### config.mk
export PLATFORM = sky130hd
export DESIGN_NAME = sram_byte_sequencer_flat
export DESIGN_NICKNAME = d
export VERILOG_FILES = /design/src/rtl/sram_byte_sequencer_pkg.sv /design/src/rtl/sram_byte_sequencer_if.sv /design/src/rtl/sram_byte_sequencer.sv /design/src/flat_wrapper.sv
export SDC_FILE = /design/constraint.sdc
export NUM_CORES = 1
export LEC_CHECK = 0
export ABC_CLOCK_PERIOD_IN_PS = 2050
export BUFFER_PORTS_ARGS = -buffer_cell sky130_fd_sc_hd__buf_4
export CAP_MARGIN = 20
export CORE_MARGIN = 3
export CORE_UTILIZATION = 36
export CTS_CLUSTER_SIZE = 24
export DETAILED_ROUTE_END_ITERATION = 10
export SYNTH_ARGS = -nofsm -noshare
export SYNTH_HDL_FRONTEND = slang
export SYNTH_SLANG_ARGS = --single-unit
### constraint.sdc
create_clock -name clk -period 2.05 [get_ports clk]
set_input_delay 0.1025 -clock clk [delete_from_list [all_inputs] [get_ports clk]]
set_output_delay 0.1025 -clock clk [all_outputs]
set_load 0.005 [all_outputs]
### src/rtl/sram_byte_sequencer_pkg.sv
// Shared types and constants for the serial SRAM byte sequencer.
package sram_byte_sequencer_pkg;

  typedef enum logic [3:0] {
    S_IDLE,
    S_ADR2,
    S_ADR1,
    S_ADR0,
    S_WAIT_WDATA,
    S_DATA,
    S_INSTR,
    S_GUARD,
    S_POLL,
    S_RDATA,
    S_NEXT,
    S_ABORT
  } state_t;

  localparam logic [7:0] INSTR_READ  = 8'h03;
  localparam logic [7:0] INSTR_WRITE = 8'h02;

  localparam int CSR_WR_BUSY    = 1;
  localparam int CSR_DATA_AVAIL = 2;
  localparam int CSR_CS_ACTIVE  = 3;

  // The SRAM decodes only the low 17 address bits; the upper bits ride along.
  localparam int SRAM_ADDR_BITS = 17;

  // Next byte address: low SRAM_ADDR_BITS wrap, upper bits are held.
  function automatic logic [23:0] next_addr(input logic [23:0] a);
    next_addr = {a[23:SRAM_ADDR_BITS], a[SRAM_ADDR_BITS-1:0] + 1'b1};
  endfunction

endpackage

### src/rtl/sram_byte_sequencer_if.sv
// Wishbone link between the byte sequencer (master) and the SRAM register wrapper (slave).
interface sram_byte_sequencer_if;
  logic       stb_o;
  logic       we_o;
  logic [7:0] adr_wr_o;
  logic [7:0] adr_rd_o;
  logic [7:0] dat_o;
  logic [7:0] dat_i;
  logic       ack_i;

  modport master (
    output stb_o, we_o, adr_wr_o, adr_rd_o, dat_o,
    input  dat_i, ack_i
  );

  modport slave (
    input  stb_o, we_o, adr_wr_o, adr_rd_o, dat_o,
    output dat_i, ack_i
  );
endinterface

### src/rtl/sram_byte_sequencer.sv
// Wishbone master that turns client burst commands into the byte-mode SRAM
// wrapper's register sequence: address bytes, data, instruction, CSR poll, readback.
// Optional: define SRAM_BYTE_SEQUENCER_TIMEOUT_EN to abort a stuck poll after
// POLL_TIMEOUT cycles (wrapper reset via CSR, sticky err).
module sram_byte_sequencer
  import sram_byte_sequencer_pkg::*;
#(
  parameter logic [7:0]  REG_ADDR_INSTRUCTION = 8'h00,
  parameter logic [7:0]  REG_ADDR_DATA        = 8'h01,
  parameter logic [7:0]  REG_ADDR_ADDRESS2    = 8'h02,
  parameter logic [7:0]  REG_ADDR_ADDRESS1    = 8'h03,
  parameter logic [7:0]  REG_ADDR_ADDRESS0    = 8'h04,
  parameter logic [7:0]  REG_ADDR_CSR         = 8'h05,
  parameter int unsigned GUARD_CYCLES         = 4
`ifdef SRAM_BYTE_SEQUENCER_TIMEOUT_EN
  , parameter int unsigned POLL_TIMEOUT       = 4096
`endif
) (
  input  logic                         clk,
  input  logic                         reset_n,
  input  logic                         cmd_valid,
  output logic                         cmd_ready,
  input  logic                         cmd_write,
  input  logic [23:0]                  cmd_addr,
  input  logic [7:0]                   cmd_len_m1,
  input  logic                         wdata_valid,
  output logic                         wdata_ready,
  input  logic [7:0]                   wdata,
  output logic                         rdata_valid,
  output logic [7:0]                   rdata,
  output logic                         done,
  output logic                         err,
  sram_byte_sequencer_if.master        wb
);

  state_t      state;
  logic [23:0] cur_addr;
  logic [7:0]  remain;
  logic        is_wr;
  logic [7:0]  guard_cnt;
  logic [23:0] nxt_addr;
  logic [7:0]  csr;
  logic        poll_ok;

  assign nxt_addr = next_addr(cur_addr);

  // While stb_o is low the read address sits on the CSR, so dat_i is the live status.
  assign csr     = wb.dat_i;
  assign poll_ok = !csr[CSR_CS_ACTIVE] &&
                   (is_wr ? !csr[CSR_WR_BUSY] : csr[CSR_DATA_AVAIL]);

`ifdef SRAM_BYTE_SEQUENCER_TIMEOUT_EN
  logic [15:0] poll_cnt;
`else
  assign err = 1'b0;
`endif

  // Burst FSM; every output is a register set up one state ahead of its use.
  always_ff @(posedge clk or negedge reset_n) begin
    if (!reset_n) begin
      state       <= S_IDLE;
      cur_addr    <= '0;
      remain      <= '0;
      is_wr       <= 1'b0;
      guard_cnt   <= '0;
      cmd_ready   <= 1'b0;
      wdata_ready <= 1'b0;
      rdata_valid <= 1'b0;
      rdata       <= '0;
      done        <= 1'b0;
      wb.stb_o    <= 1'b0;
      wb.we_o     <= 1'b0;
      wb.adr_wr_o <= '0;
      wb.adr_rd_o <= REG_ADDR_CSR;
      wb.dat_o    <= '0;
`ifdef SRAM_BYTE_SEQUENCER_TIMEOUT_EN
      poll_cnt    <= '0;
      err         <= 1'b0;
`endif
    end else begin
      rdata_valid <= 1'b0;
      done        <= 1'b0;
      case (state)
        S_IDLE: begin
          cmd_ready <= 1'b1;
          if (cmd_valid && cmd_ready) begin
            cmd_ready   <= 1'b0;
            cur_addr    <= cmd_addr;
            remain      <= cmd_len_m1;
            is_wr       <= cmd_write;
            wb.stb_o    <= 1'b1;
            wb.we_o     <= 1'b1;
            wb.adr_wr_o <= REG_ADDR_ADDRESS2;
            wb.dat_o    <= cmd_addr[23:16];
            state       <= S_ADR2;
`ifdef SRAM_BYTE_SEQUENCER_TIMEOUT_EN
            err         <= 1'b0;
`endif
          end
        end
        S_ADR2: if (wb.ack_i) begin
          wb.adr_wr_o <= REG_ADDR_ADDRESS1;
          wb.dat_o    <= cur_addr[15:8];
          state       <= S_ADR1;
        end
        S_ADR1: if (wb.ack_i) begin
          wb.adr_wr_o <= REG_ADDR_ADDRESS0;
          wb.dat_o    <= cur_addr[7:0];
          state       <= S_ADR0;
        end
        S_ADR0: if (wb.ack_i) begin
          if (is_wr) begin
            wb.stb_o    <= 1'b0;
            wb.we_o     <= 1'b0;
            wb.adr_wr_o <= '0;
            wb.dat_o    <= '0;
            wdata_ready <= 1'b1;
            state       <= S_WAIT_WDATA;
          end else begin
            wb.adr_wr_o <= REG_ADDR_INSTRUCTION;
            wb.dat_o    <= INSTR_READ;
            state       <= S_INSTR;
          end
        end
        S_WAIT_WDATA: if (wdata_valid) begin
          wdata_ready <= 1'b0;
          wb.stb_o    <= 1'b1;
          wb.we_o     <= 1'b1;
          wb.adr_wr_o <= REG_ADDR_DATA;
          wb.dat_o    <= wdata;
          state       <= S_DATA;
        end
        S_DATA: if (wb.ack_i) begin
          wb.adr_wr_o <= REG_ADDR_INSTRUCTION;
          wb.dat_o    <= INSTR_WRITE;
          state       <= S_INSTR;
        end
        S_INSTR: if (wb.ack_i) begin
          wb.stb_o    <= 1'b0;
          wb.we_o     <= 1'b0;
          wb.adr_wr_o <= '0;
          wb.dat_o    <= '0;
          guard_cnt   <= '0;
          state       <= S_GUARD;
        end
        // Give the wrapper time to raise its busy flags before the first poll.
        S_GUARD: begin
          if (guard_cnt == 8'(GUARD_CYCLES - 1)) begin
            state    <= S_POLL;
`ifdef SRAM_BYTE_SEQUENCER_TIMEOUT_EN
            poll_cnt <= '0;
`endif
          end else begin
            guard_cnt <= guard_cnt + 8'd1;
          end
        end
        S_POLL: begin
`ifdef SRAM_BYTE_SEQUENCER_TIMEOUT_EN
          poll_cnt <= poll_cnt + 16'd1;
`endif
          if (poll_ok) begin
            if (is_wr) begin
              state <= S_NEXT;
            end else begin
              wb.stb_o    <= 1'b1;
              wb.we_o     <= 1'b0;
              wb.adr_rd_o <= REG_ADDR_DATA;
              state       <= S_RDATA;
            end
          end
`ifdef SRAM_BYTE_SEQUENCER_TIMEOUT_EN
          else if (poll_cnt == 16'(POLL_TIMEOUT - 1)) begin
            wb.stb_o    <= 1'b1;
            wb.we_o     <= 1'b1;
            wb.adr_wr_o <= REG_ADDR_CSR;
            wb.dat_o    <= 8'h01;
            state       <= S_ABORT;
          end
`endif
        end
        S_RDATA: if (wb.ack_i) begin
          rdata       <= wb.dat_i;
          rdata_valid <= 1'b1;
          wb.stb_o    <= 1'b0;
          wb.adr_rd_o <= REG_ADDR_CSR;
          state       <= S_NEXT;
        end
        S_NEXT: begin
          if (remain == 8'd0) begin
            done  <= 1'b1;
            state <= S_IDLE;
          end else begin
            remain      <= remain - 8'd1;
            cur_addr    <= nxt_addr;
            wb.stb_o    <= 1'b1;
            wb.we_o     <= 1'b1;
            wb.adr_wr_o <= REG_ADDR_ADDRESS2;
            wb.dat_o    <= nxt_addr[23:16];
            state       <= S_ADR2;
          end
        end
`ifdef SRAM_BYTE_SEQUENCER_TIMEOUT_EN
        // Wrapper sync-reset write after a poll timeout; burst ends with err.
        S_ABORT: if (wb.ack_i) begin
          wb.stb_o    <= 1'b0;
          wb.we_o     <= 1'b0;
          wb.adr_wr_o <= '0;
          wb.dat_o    <= '0;
          err         <= 1'b1;
          done        <= 1'b1;
          state       <= S_IDLE;
        end
`endif
        default: state <= S_IDLE;
      endcase
    end
  end

endmodule

### src/flat_wrapper.sv
// flat-port wrapper written by rule: the top's interface ports become plain ports
module sram_byte_sequencer_flat import sram_byte_sequencer_pkg::*;
#(
  parameter logic [7:0]  REG_ADDR_INSTRUCTION = 8'h00,
  parameter logic [7:0]  REG_ADDR_DATA        = 8'h01,
  parameter logic [7:0]  REG_ADDR_ADDRESS2    = 8'h02,
  parameter logic [7:0]  REG_ADDR_ADDRESS1    = 8'h03,
  parameter logic [7:0]  REG_ADDR_ADDRESS0    = 8'h04,
  parameter logic [7:0]  REG_ADDR_CSR         = 8'h05,
  parameter int unsigned GUARD_CYCLES         = 4

)
  (clk, reset_n, cmd_valid, cmd_ready, cmd_write, cmd_addr, cmd_len_m1, wdata_valid, wdata_ready, wdata, rdata_valid, rdata, done, err, wb_stb_o, wb_we_o, wb_adr_wr_o, wb_adr_rd_o, wb_dat_o, wb_dat_i, wb_ack_i);
  sram_byte_sequencer_if wb_i ();
  input  logic clk;
  input  logic reset_n;
  input  logic cmd_valid;
  output logic cmd_ready;
  input  logic cmd_write;
  input  logic [23:0] cmd_addr;
  input  logic [7:0] cmd_len_m1;
  input  logic wdata_valid;
  output logic wdata_ready;
  input  logic [7:0] wdata;
  output logic rdata_valid;
  output logic [7:0] rdata;
  output logic done;
  output logic err;
  output wire logic [$bits(wb_i.stb_o)-1:0] wb_stb_o;
  output wire logic [$bits(wb_i.we_o)-1:0] wb_we_o;
  output wire logic [$bits(wb_i.adr_wr_o)-1:0] wb_adr_wr_o;
  output wire logic [$bits(wb_i.adr_rd_o)-1:0] wb_adr_rd_o;
  output wire logic [$bits(wb_i.dat_o)-1:0] wb_dat_o;
  input wire logic [$bits(wb_i.dat_i)-1:0] wb_dat_i;
  input wire logic [$bits(wb_i.ack_i)-1:0] wb_ack_i;
  assign wb_stb_o = wb_i.stb_o;
  assign wb_we_o = wb_i.we_o;
  assign wb_adr_wr_o = wb_i.adr_wr_o;
  assign wb_adr_rd_o = wb_i.adr_rd_o;
  assign wb_dat_o = wb_i.dat_o;
  assign wb_i.dat_i = wb_dat_i;
  assign wb_i.ack_i = wb_ack_i;
  sram_byte_sequencer #(.REG_ADDR_INSTRUCTION(REG_ADDR_INSTRUCTION), .REG_ADDR_DATA(REG_ADDR_DATA), .REG_ADDR_ADDRESS2(REG_ADDR_ADDRESS2), .REG_ADDR_ADDRESS1(REG_ADDR_ADDRESS1), .REG_ADDR_ADDRESS0(REG_ADDR_ADDRESS0), .REG_ADDR_CSR(REG_ADDR_CSR), .GUARD_CYCLES(GUARD_CYCLES)) u_core (.clk(clk), .reset_n(reset_n), .cmd_valid(cmd_valid), .cmd_ready(cmd_ready), .cmd_write(cmd_write), .cmd_addr(cmd_addr), .cmd_len_m1(cmd_len_m1), .wdata_valid(wdata_valid), .wdata_ready(wdata_ready), .wdata(wdata), .rdata_valid(rdata_valid), .rdata(rdata), .done(done), .err(err), .wb(wb_i));
endmodule
Word-level counts from Yosys, hierarchy flattened

Cells that the tools add are included.

Register bits: 83
Word-level logic and storage cells: 139

Add/sub/neg operators: 3
Equality and inequality tests: 27
Muxes and demuxes: 64
Bitwise operators: 1
Reductions and logical operators: 28

Operators by type and width:

| kind                    | number |
|---|---|
| $mux W8                 | 19 |
| $pmux W8 S8             | 1 |
| $pmux W24 S2            | 1 |
| $pmux W8 S2             | 3 |
| $pmux W8 S6             | 1 |
| $pmux W4 S11            | 1 |
| $mux W4                 | 10 |
| $reduce_and A9 Y1       | 3 |
| $mux W24                | 1 |
| $mux W1                 | 20 |
| $ne A2 B2 Y1 const B    | 10 |
| $reduce_bool A6 Y1      | 3 |
| $add A17 B1 Y17 const B | 1 |
| $mux W17                | 1 |
| $eq A4 B3 Y1 const B    | 4 |
| $eq A4 B4 Y1 const B    | 3 |
| $ne A2 B1 Y1 const B    | 6 |
| $pmux W1 S6             | 2 |
| $reduce_and A10 Y1      | 1 |
| $reduce_and A3 Y1       | 3 |
| $add A8 B1 Y8 const B   | 1 |
| $eq A4 B2 Y1 const B    | 2 |
| $eq A8 B2 Y1 const B    | 1 |
| $logic_not A8 Y1        | 1 |
| 15 further kinds        | 24 |

Longest topological paths before layout

Depth after elaboration: 5
Gate-level depth with buffers: 8

Least setup slack after synthesis

OpenSTA, ideal clock, no wires.

Path kind: reg2reg
Start point: reg u_core.remain[0]
End point: reg u_core.wb.dat_o[3]
Arrival time: 1.780 ns
Path slack: 0.152 ns
Stages on the path, launching flop included: 9
Path buffers: 1
Clock period less this slack: 1.898 ns
Cells stage by stage: dfrtp_1 -> inv_1 -> ha_1 -> nor4b_2 -> a21oi_4 -> o21bai_1 -> buf_2 -> a21oi_1 -> a21o_1

Cells in the longest elaborated chain, start to end: 3

Ends and longest elaborated chain:

| item                               | line                         | text |
|---|---|---|
| from (decl)                        | sram_byte_sequencer.sv:38    | `logic [7:0] remain;` |
| from (signal assigned)             | sram_byte_sequencer.sv:89    | `remain <= cmd_len_m1;` |
| from (signal assigned)             | sram_byte_sequencer.sv:193   | `remain <= remain - 8'd1;` |
| $logic_not A8 Y1                   | sram_byte_sequencer.sv:189   | `if (remain == 8'd0) begin` |
| $ne A2 B2 Y1 (no source line)      | -                            |  |
| $reduce_and A9 Y1 (no source line) | -                            |  |
| to (signal assigned)               | sram_byte_sequencer.sv:108   | `wb.dat_o <= cur_addr[7:0];` |
| to (signal assigned)               | sram_byte_sequencer.sv:130   | `wb.dat_o <= wdata;` |
| to (signal assigned)               | sram_byte_sequencer.sv:198   | `wb.dat_o <= nxt_addr[23:16];` |
| to (decl)                          | sram_byte_sequencer_if.sv:12 | `output stb_o, we_o, adr_wr_o, adr_rd_o, dat_o,` |

Every way passes these cells.
A chain may end at the register's enable or synchronous reset.

Worst setup path in the final report

Start point: reg u_core.remain[1]
End point: reg u_core.wb.dat_o[5]

Same word-level chain as after synthesis.

==> results.sh <==
export IMPL_place_ws_ns=0.0273
export IMPL_rrSetupSlack_ns=0.05
export IMPL_yosysTopAreaCell="dfrtp_1"
export IMPL_ys_seq_area_share_pct=41.9
export IMPL_grt_max_degree=40
export IMPL_postSynthAreaPerCell_um2=9.10
export IMPL_place_area_um2=5100
export IMPL_overflow=0
export IMPL_peakVddDrop_uv=523
export IMPL_dp_hpwl_mm=8.61
export IMPL_dieWidth_um=115
export IMPL_synthFlopType="dfrtp_1"
export IMPL_p_int_mw=5.03
export IMPL_arrival_ns=2.22
export IMPL_yosysWarnings=0
export IMPL_maxSlewHeadroom_pct=55.6
export IMPL_power_density_nw_per_um2=1500
export IMPL_ios=93
export IMPL_dieArea_um2=13100
export IMPL_drt_iter0_markers=323
export IMPL_clockBufferDepth=2
export IMPL_slowest_delay_ns=0.40
export IMPL_netlist_area_um2=4240
export IMPL_worst_path_dominant_cell_family="buffers and inverters"
export IMPL_cpMaxStageDelayCell="dfrtp_1"
export IMPL_reg2reg_to="u_core.wb.dat_o[5]$_DFFE_PN0P_"
export IMPL_antenna_cells=0
export IMPL_hold_depth=2
export IMPL_setup_viol=0
export IMPL_grt_pass1_wl_mm=18.9
export IMPL_layout_drive_gt1_share_pct=29.7
export IMPL_worstHoldStart="cmd_write"
export IMPL_fmax_ghz=0.499
export IMPL_status="completed"
export IMPL_vias_per_cell=5.41
export IMPL_cts_buffers=9
export IMPL_row_count=39
export IMPL_grt_pass1_vias=3709
export IMPL_end_kind="register"
export IMPL_core_um2=11500
export IMPL_fin_crit_sh_pct=97.8
export IMPL_comb_power_share_pct=49.8
export IMPL_io_buffers=79
export IMPL_nets=625
export IMPL_r2r_cells=10
export IMPL_maxSlewViolCount=0
export IMPL_clk_latency_ns=0.33
export IMPL_design_area_um2=5520
export IMPL_ant_nets=0
export IMPL_crit_type="reg -> reg"
export IMPL_htreeDepth=3
export IMPL_grt_use_total_pct=18.1
export IMPL_cts_tree="yes"
export IMPL_path_max_fanout=15
export IMPL_timing_hold_ws_ns=0.0138
export IMPL_area_delta_synth_final_pct=30.1
export IMPL_drt_pass1_iter_count=4
export IMPL_synth_top_area_share_pct=41.3
export IMPL_final_min_clock_period_ns=2.00
export IMPL_ys_top_cells_by_area="dfrtp_1 41%, o21ai_0 5.2%, a21oi_1 4.8%, nand2_1 4.4%, mux2_2 3.2%"
export IMPL_path_buf_inv=4
export IMPL_worst_slack_ns=0.0460
export IMPL_gp_congestion=0.852
export IMPL_die_h_um=115
export IMPL_skew_ns=0.00632
export IMPL_p_seq_share_pct=31.3
export IMPL_cp_start_kind="register"
export IMPL_p_leak_nw=2.56
export IMPL_clockRootBuffer="clkbuf_16"
export IMPL_cts_sinks=71
export IMPL_required_ns=2.27
export IMPL_hold_viol_final=0
export IMPL_finalWirelength_mm=11.7
export IMPL_start_util_pct=37.0
export IMPL_worstReg2RegStart="u_core.remain[1]$_DFFE_PN0P_"
export IMPL_clock_power_share_pct=18.9
export IMPL_antenna_found_initial=0
export IMPL_clk_pin_slew_worst_paths_ns=0.06
export IMPL_route_detailed_wl_per_inst_um=16.3
export IMPL_whs_endpoint="u_core.is_wr$_DFFE_PN0P_"
export IMPL_synth_edf_count=0
export IMPL_p_switching_mw=3.25
export IMPL_vias=3877
export IMPL_ys_ff_latch=71
export IMPL_switching_share_pct=39.2
export IMPL_crit_top_cell="buf_4"
export IMPL_synth_cells=466
export IMPL_async_flop_share_pct=100
export IMPL_yosysUniqueCellTypes=77
export IMPL_route_detailed_drc=0
export IMPL_tightest_slew_ns=0.661
export IMPL_fillers=1089
export IMPL_min_delay_path_class="in -> reg"
export IMPL_maxCapViolCount=0
export IMPL_crit_chain="inv_1 > ha_4 > nor4b_4 > buf_4 > a21oi_4 > o21bai_1 > buf_4 > buf_12 > a21oi_1 > a21o_1"
## layout by cell type, fill, tap and decap left out, types with 4 or more instances in the layout
cell           Yosys  final
buf_12             0      4
a21o_1            10     10
o21ai_0           44     44
dfrtp_1           70     70
and4_1             6      6
nand2_1           50     50
nand3b_1           6      6
mux2_2            12     12
nor2_1            27     27
a21oi_1           41     41
nor3_1             6      6
a2bb2oi_1          5      5
and3_1             9      9
o31ai_1            4      4
o22ai_1            7      7
dlygate4sd3_1      0      7
a31oi_1            6      6
nand2b_1           6      6
nor2b_1            5      4
or3_1              5      5
nand3_1           13     13
a222oi_1           5      5
buf_4             14    113
conb_1             2     13
inv_1              9      9
clkbuf_16          0      9
a22o_1             5      5
## how the worst max path moves through the flow
| stage | cells past startpoint | from | to |
|---|---|---|---|
| 2_1_floorplan | 8 | u_core.remain[0]$_DFFE_PN0P_ | u_core.wb.dat_o[3]$_DFFE_PN0P_ |
| 3_3_place_gp | 8 | u_core.remain[0]$_DFFE_PN0P_ | u_core.wb.adr_wr_o[2]$_DFFE_PN0P_ |
| 3_5_place_dp | 10 | u_core.remain[0]$_DFFE_PN0P_ | u_core.wb.dat_o[5]$_DFFE_PN0P_ |
| 4_1_cts | 10 | u_core.remain[0]$_DFFE_PN0P_ | u_core.wb.dat_o[5]$_DFFE_PN0P_ |
| 5_1_grt | 10 | u_core.remain[1]$_DFFE_PN0P_ | u_core.wb.dat_o[5]$_DFFE_PN0P_ |
| 6_report | 10 | u_core.remain[1]$_DFFE_PN0P_ | u_core.wb.dat_o[5]$_DFFE_PN0P_ |
## metrics by stage
stage	setup TNS (ns)	power (mW)	util (%)	std cells
after floorplan	0	5.07	-	477
after global placement	0	6.46	44.5	690
after detailed placement	0	6.56	44.5	690
after CTS	0	8.18	47.7	713
after global routing	-0.00599	8.91	48.1	716
final	0	8.28	48.1	716
## cell usage after synthesis, drive strengths merged (3+ instances only)
library cell,n
a21o,10
a21oi,42
a221oi,3
a222oi,5
a22o,5
a22oi,3
a2bb2oi,5
a31oi,6
and2,3
and3,9
and4,6
buf,25
clkbuf,19
dfrtp,70
ha,3
inv,9
mux2,12
nand2,50
nand2b,7
nand3,13
nand3b,6
nand4,3
nor2,30
nor2b,6
nor3,6
o211ai,3
o21ai,48
o22ai,7
o31ai,4
o41ai,4
or3,7
## metal layers
metal	track usage (%)	vias up	part of all wire, %
met5	0	-	0
met4	5.54	0	1.2
met3	4.12	10	5.3
met2	28.1	113	48
met1	25.1	1862	46
li1	-	1892	-
## state kept, by name, indices dropped and copies added, names as in the netlist
name	flops
u_core.cur_addr	24
u_core.guard_cnt	8
u_core.rdata	8
u_core.remain	8
u_core.wb.dat_o	8
u_core.state	4
u_core.wb.adr_wr_o	3
u_core.cmd_ready	1
u_core.done	1
u_core.is_wr	1
u_core.rdata_valid	1
u_core.wb.adr_rd_o	1
u_core.wb.stb_o	1
u_core.wb.we_o	1
u_core.wdata_ready	1
## cells by family after synthesis
kind of cell	count (synthesis)	share of synthesized area [%]
other	2	0.177
adder cells (fa/ha/maj)	3	0.885
buffers and inverters	53	7.14
multiplexers	14	3.66
XOR/XNOR	1	0.206
AO/OA/AOI/OAI	164	25.8
AND/OR/NAND/NOR	158	20.2
flip-flops	71	41.9
## power by group through the flow
stage	Combinational (mW)	Sequential (mW)	Clock [mW]
final	4.13	2.59	1.56
after global routing	4.57	2.68	1.66
after CTS	4.01	2.57	1.60
after detailed placement	3.97	2.59	0
after global placement	3.89	2.57	0
after floorplan	2.60	2.47	0
## repair_timing
| item | in CTS | in global routing |
|---|---|---|
| hold buffers | 7 | 0 |
| gates resized for setup | 0 | 4 |
| setup endpoints to repair | 0 | 13 |
| endpoints found under the hold margin | 37 | 0 |
| buffers inserted | 0 | 3 |
## final cells by class
| cell class | count | area, um2 | share of cell area [%] |
|---|---|---|---|
| multi-input combinational | 353 | 2230 | 40.4 |
| sequential | 71 | 1780 | 32.2 |
| timing repair buffer | 124 | 998 | 18.1 |
| clock buffer | 10 | 239 | 4.33 |
| tap | 143 | 179 | 3.24 |
| clock inverter | 6 | 60.1 | 1.09 |
| inverter | 9 | 33.8 | 0.612 |
(Power assumes the default switching activity.)
